--- config.mk ---
export PLATFORM = sky130hd
export DESIGN_NAME = jt900h_memctl
export DESIGN_NICKNAME = d
export VERILOG_FILES = /design/src/rtl/jt900h_memctl.sv
export SDC_FILE = /design/constraint.sdc
export NUM_CORES = 1
export LEC_CHECK = 0
export ABC_AREA = 1
export BUFFER_PORTS_ARGS = -buffer_cell sky130_fd_sc_hd__buf_2
export CORE_MARGIN = 1.5
export CORE_UTILIZATION = 30
export CTS_CLUSTER_DIAMETER = 80
export DETAILED_ROUTE_END_ITERATION = 10
export MAX_ROUTING_LAYER = met4
export PLACE_DENSITY = 0.5
export SLEW_MARGIN = 5
export SYNTH_ARGS = -nofsm -noshare
export SYNTH_HDL_FRONTEND = slang
export SYNTH_SLANG_ARGS = --single-unit
export TNS_END_PERCENT = 100
--- constraint.sdc ---
create_clock -name clk -period 4.95 [get_ports clk]
set_input_delay 0.99 -clock clk [delete_from_list [all_inputs] [get_ports clk]]
set_output_delay 0.99 -clock clk [all_outputs]
set_load 0.01 [all_outputs]
--- src/rtl/jt900h_memctl.sv ---
// jt900h memory bus controller: turns CPU word/byte requests into a handshaked
// memory access with wait states, a bus timeout and a one-word read cache.
module jt900h_memctl #(
  parameter int WAIT_ST = 1,
  parameter int TMO_W   = 6
) (
  input  logic        clk,
  input  logic        rst,
  input  logic        cpu_req,
  input  logic [23:0] cpu_addr,
  input  logic [1:0]  cpu_we,
  input  logic [15:0] cpu_din,
  output logic [15:0] cpu_dout,
  output logic        cpu_rdy,
  output logic [22:0] mem_addr,
  output logic [15:0] mem_din,
  input  logic [15:0] mem_dout,
  output logic [1:0]  mem_we,
  output logic        mem_cs,
  input  logic        mem_ok,
  output logic        bus_err
);

  typedef enum logic [1:0] {S_IDLE, S_WAIT, S_ACCESS, S_DONE} state_t;

  localparam logic [3:0] WAIT_INIT = 4'(WAIT_ST);
  localparam bit         NO_WAIT   = (WAIT_ST == 0);

  state_t             state_q, state_d;
  logic [3:0]         wait_cnt_q, wait_cnt_d;
  logic [TMO_W-1:0]   tmo_cnt_q, tmo_cnt_d;
  logic [22:0]        addr_q, addr_d;
  logic [1:0]         we_q, we_d;
  logic [15:0]        din_q, din_d;
  logic [15:0]        dout_q, dout_d;
  logic               rdy_q, rdy_d;
  logic               cs_q, cs_d;
  logic [1:0]         mem_we_q, mem_we_d;
  logic               err_q, err_d;
  logic               cache_vld_q, cache_vld_d;
  logic [22:0]        cache_tag_q, cache_tag_d;
  logic [15:0]        cache_data_q, cache_data_d;

  // Byte lane select is meaningless on a 16-bit word bus.
  logic addr_lsb_unused;
  assign addr_lsb_unused = cpu_addr[0];

  logic cache_hit;
  assign cache_hit = (cpu_we == 2'b00) && cache_vld_q && (cache_tag_q == cpu_addr[23:1]);

  always_comb begin
    // NOTE: every signal gets a default before the case so no path leaves one unassigned (no latches).
    state_d      = state_q;
    wait_cnt_d   = wait_cnt_q;
    tmo_cnt_d    = tmo_cnt_q;
    addr_d       = addr_q;
    we_d         = we_q;
    din_d        = din_q;
    dout_d       = dout_q;
    err_d        = err_q;
    cache_vld_d  = cache_vld_q;
    cache_tag_d  = cache_tag_q;
    cache_data_d = cache_data_q;
    rdy_d        = 1'b0;
    cs_d         = 1'b0;
    mem_we_d     = 2'b00;

    case (state_q)
      S_IDLE: begin
        if (cpu_req) begin
          if (cache_hit) begin
            dout_d  = cache_data_q;
            rdy_d   = 1'b1;
            state_d = S_DONE;
          end else begin
            addr_d     = cpu_addr[23:1];
            we_d       = cpu_we;
            din_d      = cpu_din;
            wait_cnt_d = WAIT_INIT;
            tmo_cnt_d  = '0;
            if (NO_WAIT) begin
              cs_d     = 1'b1;
              mem_we_d = cpu_we;
              state_d  = S_ACCESS;
            end else begin
              state_d  = S_WAIT;
            end
          end
        end
      end

      S_WAIT: begin
        wait_cnt_d = wait_cnt_q - 4'd1;
        if (wait_cnt_q <= 4'd1) begin
          cs_d     = 1'b1;
          mem_we_d = we_q;
          state_d  = S_ACCESS;
        end
      end

      S_ACCESS: begin
        tmo_cnt_d = tmo_cnt_q + 1'b1;
        if (mem_ok) begin
          rdy_d   = 1'b1;
          state_d = S_DONE;
          if (we_q == 2'b00) begin
            dout_d       = mem_dout;
            cache_vld_d  = 1'b1;
            cache_tag_d  = addr_q;
            cache_data_d = mem_dout;
          end else if (cache_vld_q && cache_tag_q == addr_q) begin
            // Keep the cached word coherent with the bytes just written.
            if (we_q[0]) cache_data_d[7:0]  = din_q[7:0];
            if (we_q[1]) cache_data_d[15:8] = din_q[15:8];
          end
        end else if (tmo_cnt_q == '1) begin
          dout_d  = 16'hFFFF;
          err_d   = 1'b1;
          rdy_d   = 1'b1;
          state_d = S_DONE;
        end else begin
          cs_d     = 1'b1;
          mem_we_d = we_q;
        end
      end

      S_DONE: state_d = S_IDLE;

      default: state_d = S_IDLE;
    endcase
  end

  // NOTE: sequential state uses non-blocking assignments so all flops update together.
  always_ff @(posedge clk) begin
    if (!rst) begin
      state_q     <= S_IDLE;
      wait_cnt_q  <= '0;
      tmo_cnt_q   <= '0;
      addr_q      <= '0;
      we_q        <= '0;
      din_q       <= '0;
      dout_q      <= '0;
      rdy_q       <= 1'b0;
      cs_q        <= 1'b0;
      mem_we_q    <= '0;
      err_q       <= 1'b0;
      cache_vld_q <= 1'b0;
    end else begin
      state_q     <= state_d;
      wait_cnt_q  <= wait_cnt_d;
      tmo_cnt_q   <= tmo_cnt_d;
      addr_q      <= addr_d;
      we_q        <= we_d;
      din_q       <= din_d;
      dout_q      <= dout_d;
      rdy_q       <= rdy_d;
      cs_q        <= cs_d;
      mem_we_q    <= mem_we_d;
      err_q       <= err_d;
      cache_vld_q <= cache_vld_d;
    end
  end

  // NOTE: cache tag/data are plain storage qualified by cache_vld_q, so they carry no reset.
  always_ff @(posedge clk) begin
    cache_tag_q  <= cache_tag_d;
    cache_data_q <= cache_data_d;
  end

  assign cpu_dout = dout_q;
  assign cpu_rdy  = rdy_q;
  assign mem_addr = addr_q;
  assign mem_din  = din_q;
  assign mem_we   = mem_we_q;
  assign mem_cs   = cs_q;
  assign bus_err  = err_q;

endmodule

==> flow_metrics.py, run 1 <==
metrics = {
    "global_routing": {
        "antenna_found_initial": 1,
        "grt_usage": 0.1667,
        "grt_pass1_vias": 4687,
        "grt_overflow": 0,
        "grt_pass1_wl_um": 23540,
        "grt_max_degree": 79,
    },
    "detailed_routing": {
        "routedWlPerCell_um": 13.03,
        "topRoutingLayerUsed": "met4",
        "drc": 0,
        "drt_iter0_markers": 263,
        "dr_wl_met2_um": 6702,
        "wl_met1_um": 7020,
        "met3WireLength_um": 608,
        "drt_pass1_iterations": 4,
        "vias": 4864,
        "viasPerCell": 4.402,
        "wirelength_um": 14400,
        "ant_nets": 0,
    },
    "setup_path": {
        "cp.arrival_ps": 3420,
        "critPathMaxStageDelay_ps": 720,
        "slowest_stage": "nand2_1",
        "crit_fanout": 22,
        "r2r_cells": 8,
        "setup.worst_path.start_class": "flip-flop",
        "worstPathRequired_ps": 5290,
        "critical_path.most_common_cell": "nor2_1",
        "path_cells": "inv_1, ha_1, nand2_1, o21ai_1, nor2_4, a21boi_4, nor2_1, nor2_1",
        "crit_type": "reg -> reg",
        "rr_startpoint": "state_q[0]$_SDFFE_PN0P_",
        "reg2reg_to": "cpu_dout[5]$_SDFFE_PN0P_",
        "critPathCaptureType": "flip-flop",
        "r2r_slack_ps": 1870,
    },
    "cts": {
        "htree_levels": 4,
        "cts_resized": 0,
        "clk-insertion-delay-late_ps": 410,
        "clk_pin_slew_ps": 50,
        "cts_made_buffers": 17,
        "cts_tree": "done",
        "cts-root-buf": "clkbuf_16",
        "holdBufCountCts": 0,
        "clockBufferDepth": 2,
        "postCtsSetupRepairBufs": 0,
        "cts_sinks": 114,
    },
    "floorplan": {
        "die_y_um": 137.7,
        "num_rows": 49,
        "ios": 122,
        "fp.dieArea_sq_um": 18960,
        "start_util": 0.3040,
        "die_x_um": 137.7,
        "core_area_sq_um": 17900,
    },
    "pwr": {
        "p_switching_mw": 1.370,
        "p_leak_nw": 3.352,
        "power_frac_comb": 0.329,
        "pwr-share-clk": 0.305,
        "p_total_mw": 3.807,
        "p_per_area_nw_per_um2": 559.7,
        "worst_ir_drop_vdd_mv": 0.2745,
        "internal-power_mw": 2.437,
        "p_seq_frac": 0.366,
        "switching_share": 0.3599,
    },
    "synthesis": {
        "synth_seq_cells": 114,
        "synth_edf_count": 39,
        "syn_inst": 749,
        "synthDistinctLibCells": 33,
        "ys_warn_count": 0,
        "yosysSeqAreaShare": 0.4910,
        "syn_area_per_cell_sq_um": 7.267,
        "yosys_most_used_dff": "dfxtp_1",
        "synth_area_sq_um": 5443,
        "syn_nets": 817,
        "async_reset_ff_frac": 0,
    },
    "layout": {
        "register_area_sq_um": 2673,
        "fillers": 1919,
        "nets": 930,
        "final_common_cell": "nand2_1",
        "fin_util": 0.3800,
        "syn2layout_area_growth_pct": 24.99,
        "multi_input_area_sq_um": 2308,
        "drive_gt1_frac": 0.1920,
        "final_cell_mix": "nand2_1, nor2_1, buf_2",
    },
    "sta": {
        "period_needed_ps": 3079,
        "fin_crit_sh": 0.6220,
        "max_freq_mhz": 324.8,
        "layout_setup_ws_ps": 1871,
        "slew_headroom": 0.4007,
        "worst-slew-pin-transition_ps": 898.9,
        "finalSetupViolCount": 0,
        "final-hold-violation-count": 0,
        "drv_slew": 0,
        "rsz0062_at_grt": "no",
        "tns_ps": 0,
        "fin_skew_ps": 13.74,
    },
    "placement": {
        "io_buffers": 120,
        "pre_cts_ws_ps": 1544,
        "gp_congestion": 0.8120,
        "hpwl_um": 9951,
    },
    "worst_hold_path": {
        "hold_path_startpoint": "mem_addr[15]$_SDFFE_PN0P_",
        "hold-path-endpoint": "cache_tag_q[15]$_DFFE_PP_",
        "min_delay_path_depth": 0,
        "min_path_type": "reg -> reg",
    },
    "job": {
        "maxCapViolCount": 0,
    },
    "run_status": {
        "status": "completed",
    },
}
## kinds of logic after synthesis
group,Yosys count,synth area share
AOI/OAI and AO/OA,73,0.07908
xor gates and xnor gates,9,0.01448
adders and majority gates,6,0.01379
buffers and inverters,121,0.08851
DFF,114,0.4910
and+or+nand+nor,426,0.3131
## worst max-delay path, delay by kind of cell (launching register included)
family,cells,cell delay (ps)
adder cells (fa/ha/maj),1,490
AO/OA/AOI/OAI,2,730
AND/OR/NAND/NOR,4,1350
flip-flops,1,350
buffers and inverters,1,70
## area by class of cell
| type | count | share of cell area |
|---|---|---|
| Multi-Input combinational cell | 514 | 0.3393 |
| Sequential cell | 114 | 0.3929 |
| Inverter | 92 | 0.05076 |
| Tap cell | 229 | 0.04212 |
| Timing Repair Buffer | 123 | 0.09159 |
| Clock buffer | 26 | 0.07486 |
| Antenna cell | 1 | 0.0003679 |
| Clock inverter | 6 | 0.008093 |
## cell usage after synthesis (all sizes together), types with 4 or more instances
library cell	number	share of area
nand3	30	0.028
ha	6	0.014
xnor2	4	0.0064
clkbuf	11	0.0076
nor2	164	0.12
a21oi	17	0.016
buf	18	0.017
o22ai	23	0.026
dfxtp	75	0.28
edfxtp	39	0.22
nand4	14	0.016
o21ai	24	0.022
xor2	5	0.0080
nand2	211	0.15
inv	92	0.063
## how the worst max path moves through the flow
stage / startpoint / endpoint / cells after the start
final: state_q[0]$_SDFFE_PN0P_ / cpu_dout[5]$_SDFFE_PN0P_ / 8
after global routing: state_q[0]$_SDFFE_PN0P_ / cpu_dout[15]$_SDFFE_PN0P_ / 8
after CTS: state_q[0]$_SDFFE_PN0P_ / cpu_dout[15]$_SDFFE_PN0P_ / 8
after detailed placement: cpu_we[1] / wait_cnt_q[0]$_SDFFE_PN0P_ / 11
after global placement: cpu_we[1] / wait_cnt_q[0]$_SDFFE_PN0P_ / 11
after floorplan: mem_ok / cache_data_q[0]$_DFFE_PP_ / 5
## power groups by stage
stage	registers [mW]	clock network (mW)	logic (mW)
after CTS	1.40	1.19	1.27
after global placement	1.41	0	1.26
after detailed placement	1.41	0	1.26
after floorplan	1.46	0	0.811
final	1.39	1.16	1.25
after global routing	1.43	1.23	1.46
## sequential cells by signal (all words and copies together), names as in the netlist
register	flops
mem_we	2
cache_tag_q	23
mem_cs	1
cpu_dout	16
bus_err	1
mem_addr	23
tmo_cnt_q	6
cache_vld_q	1
wait_cnt_q	4
cpu_rdy	1
mem_din	16
state_q	2
cache_data_q	16
we_q	2
## stage by stage
step	cell area, sq um	cells	hold slack [ps]
floorplan	5443	749	456.7
global placement	6236	1072	443.2
detailed placement	6236	1072	439.3
CTS	6800	1104	453.5
global route	6803	1105	463.4
finish	6803	1105	453.8
## routing by layer
metal  track usage  vias up
li1              -     2594
met3       0.04636        4
met1        0.2142     2191
met4       0.04688        0
met2        0.2569       75
met5             -        -
(Power assumes the default switching activity.)
==> inputs of run 2 (changes only) <==
- ABC_AREA: 1 -> 0
- PLACE_DENSITY: 0.5 -> 0.53
- clock period: 4.95 -> 2.8 ns (I/O delays scaled with it)
==> run 2 against run 1 <==
Effect of this change:
- die area shrank 6.1%
- critical path type unchanged
- non-clock buffer count is 8 higher
- power rose by 48%
- synthesized cell count decreased by 33%
- cell count fell by 22%
- worst hold slack worse by 56 ps
- via count fell by 14%
- setup slack got worse by 1300 ps
- register-to-register slack got worse by 1300 ps
- routed wire length down 8.3%
- highest routed layer unchanged
- first-iteration DRC count fell by 18%
==> flow_metrics.py, run 2 <==
metrics = {
    "run_status": {
        "status": "completed",
    },
    "detailed_routing": {
        "routedWlPerCell_um": 15.38,
        "drt_pass1_iterations": 5,
        "vias": 4179,
        "viasPerCell": 4.871,
        "ant_nets": 0,
        "wirelength_um": 13200,
        "drt_iter0_markers": 216,
        "drc": 0,
    },
    "sta": {
        "slew_headroom": 0.6677,
        "period_needed_ps": 2229,
        "final-hold-violation-count": 0,
        "fin_skew_ps": 12.32,
        "max_freq_mhz": 448.6,
        "rsz0062_at_grt": "no",
        "tns_ps": 0,
        "worst-slew-pin-transition_ps": 495.5,
        "finalSetupViolCount": 0,
        "drv_slew": 0,
        "fin_crit_sh": 0.7961,
    },
    "synthesis": {
        "synth_top_cells_by_area": "dfxtp_1, edfxtp_1, xor2_1",
        "syn_area_per_cell_sq_um": 10.14,
        "syn_inst": 503,
        "ys_warn_count": 0,
        "synth_top_area_share": 0.2943,
        "synthDistinctLibCells": 45,
        "synth_most_common_cell": "dfxtp_1",
        "synth_edf_count": 39,
        "synth_area_sq_um": 5101,
        "yosys.area.top_type": "dfxtp_1",
        "synth_seq_cells": 114,
        "async_reset_ff_frac": 0,
        "yosysSeqAreaShare": 0.5239,
        "yosys_most_used_dff": "dfxtp_1",
        "synthTopCellsByCount": "dfxtp_1, nand2_1, o21ai_0, nand3_1, xor2_1",
        "syn_nets": 571,
    },
    "setup_path": {
        "worstPathRequired_ps": 3150,
        "path_delay_family": "simple AND/OR/NAND/NOR gates",
        "crit_type": "reg -> reg",
        "setup.worst_path.start_class": "flip-flop",
        "r2r_slack_ps": 570,
        "critPathMaxStageDelay_ps": 460,
        "startpoint": "cache_tag_q[11]$_DFFE_PP_",
        "r2r_cells": 7,
        "slowest_stage": "nor4_1",
        "cp_num_buf_inv": 1,
        "crit_fanout": 18,
        "path_cells": "xor2_1, nor4_1, nand4_2, o211ai_4, buf_4, a32o_1, a21o_1",
        "cp.arrival_ps": 2580,
        "reg2reg_to": "tmo_cnt_q[3]$_SDFFE_PN0P_",
        "critPathCaptureType": "flip-flop",
        "rr_startpoint": "cache_tag_q[11]$_DFFE_PP_",
    },
    "floorplan": {
        "core_area_sq_um": 16580,
        "ios": 122,
        "die_x_um": 133.4,
        "start_util": 0.3076,
        "die_y_um": 133.4,
        "num_rows": 47,
        "fp.dieArea_sq_um": 17800,
    },
    "cts": {
        "cts_sinks": 114,
        "clk_pin_slew_ps": 60,
        "htree_levels": 4,
        "postCtsSetupRepairBufs": 0,
        "cts_resized": 0,
        "cts_tree": "done",
        "cts-root-buf": "clkbuf_16",
        "clockBufferDepth": 2,
        "clk-insertion-delay-late_ps": 410,
        "cts_made_buffers": 17,
        "holdBufCountCts": 0,
    },
    "job": {
        "maxCapViolCount": 0,
    },
    "worst_hold_path": {
        "hold-path-endpoint": "mem_din[13]$_SDFFE_PN0P_",
        "min_delay_path_depth": 3,
        "min_path_type": "in -> reg",
        "hold_path_startpoint": "cpu_din[13]",
    },
    "global_routing": {
        "grt_pass1_vias": 4172,
        "grt_pass1_wl_um": 21250,
        "grt_overflow": 0,
        "grt_max_degree": 73,
        "antenna_found_initial": 2,
        "grt_usage": 0.1583,
    },
    "placement": {
        "gp_congestion": 0.8154,
        "io_buffers": 120,
        "hpwl_um": 9405,
        "dp.cells": 823,
    },
    "pwr": {
        "worst_ir_drop_vdd_mv": 0.4896,
        "p_total_mw": 5.633,
        "p_per_area_nw_per_um2": 859.8,
        "p_leak_nw": 2.840,
    },
    "layout": {
        "final_common_cell": "buf_2",
        "instances_no_fill": 858,
        "final_cell_mix": "buf_2, dfxtp_1, nand2_1",
        "drive_gt1_frac": 0.2913,
        "nets": 690,
        "syn2layout_area_growth_pct": 28.43,
    },
}
-- run 2: worst register-to-register path, stage by stage, from the launching register on --
cell      delay (ps)
edfxtp_1         410
xor2_1           160
nor4_1           460
nand4_2          290
o211ai_4         300
buf_4            270
a32o_1           160
a21o_1           110
-- run 2: final cells by class --
cell class              count  area, sq um
clock buffers              21        460.4
flip-flops and latches    114         2673
multi-input cells         346         2256
well taps                 220        275.3
inverters                  12        45.04
diodes                      3        7.507
repair buffers            131        698.2
clock inverters            11        136.4
fillers                  1694        10030
-- run 2: worst max path at each step --
stage / to / slack, ps / cells after the start
2_1_floorplan: cache_data_q[0]$_DFFE_PP_ / 220 / 6
3_3_place_gp: tmo_cnt_q[2]$_SDFFE_PN0P_ / 240 / 8
3_5_place_dp: mem_din[11]$_SDFFE_PN0P_ / 220 / 8
4_1_cts: mem_din[11]$_SDFFE_PN0P_ / 530 / 7
5_1_grt: mem_addr[1]$_SDFFE_PN0P_ / 380 / 7
6_report: tmo_cnt_q[3]$_SDFFE_PN0P_ / 570 / 7
-- run 2: cells by family (layout without fill, tap and decap cells) --
kind of cell,Yosys count,after routing,share of synthesized area
muxes,34,34,0.07113
buffers and inverters,43,175,0.03605
xor gates and xnor gates,46,46,0.07898
adders and majority gates,6,6,0.01472
DFF,114,114,0.5239
AOI/OAI and AO/OA,99,99,0.1273
and+or+nand+nor,161,161,0.1479
other,0,3,0
-- run 2: through the flow --
step	worst slack (ps)	hold WS (ps)	cell area, sq um	util
finish	570.9	398.3	6551	0.3951
global route	376.2	392.4	6549	0.3949
CTS	526.2	378.0	6544	0.3946
detailed placement	218.5	454.0	5947	0.3586
global placement	242.9	445.6	5947	0.3586
floorplan	215.7	447.0	5106	-
-- run 2: power by group --
part           leakage, nW  internal (mW)  switching [mW]  total (mW)
combinational         1.57          0.509           0.731        1.24
sequential           0.971           2.00           0.214        2.22
clock                0.296           1.44           0.739        2.17
-- run 2: per-layer routing --
layer / track usage / share of wire
met5: - / 0
met4: 0.05918 / 0.012
met3: 0.05518 / 0.070
met2: 0.2435 / 0.47
met1: 0.1914 / 0.45
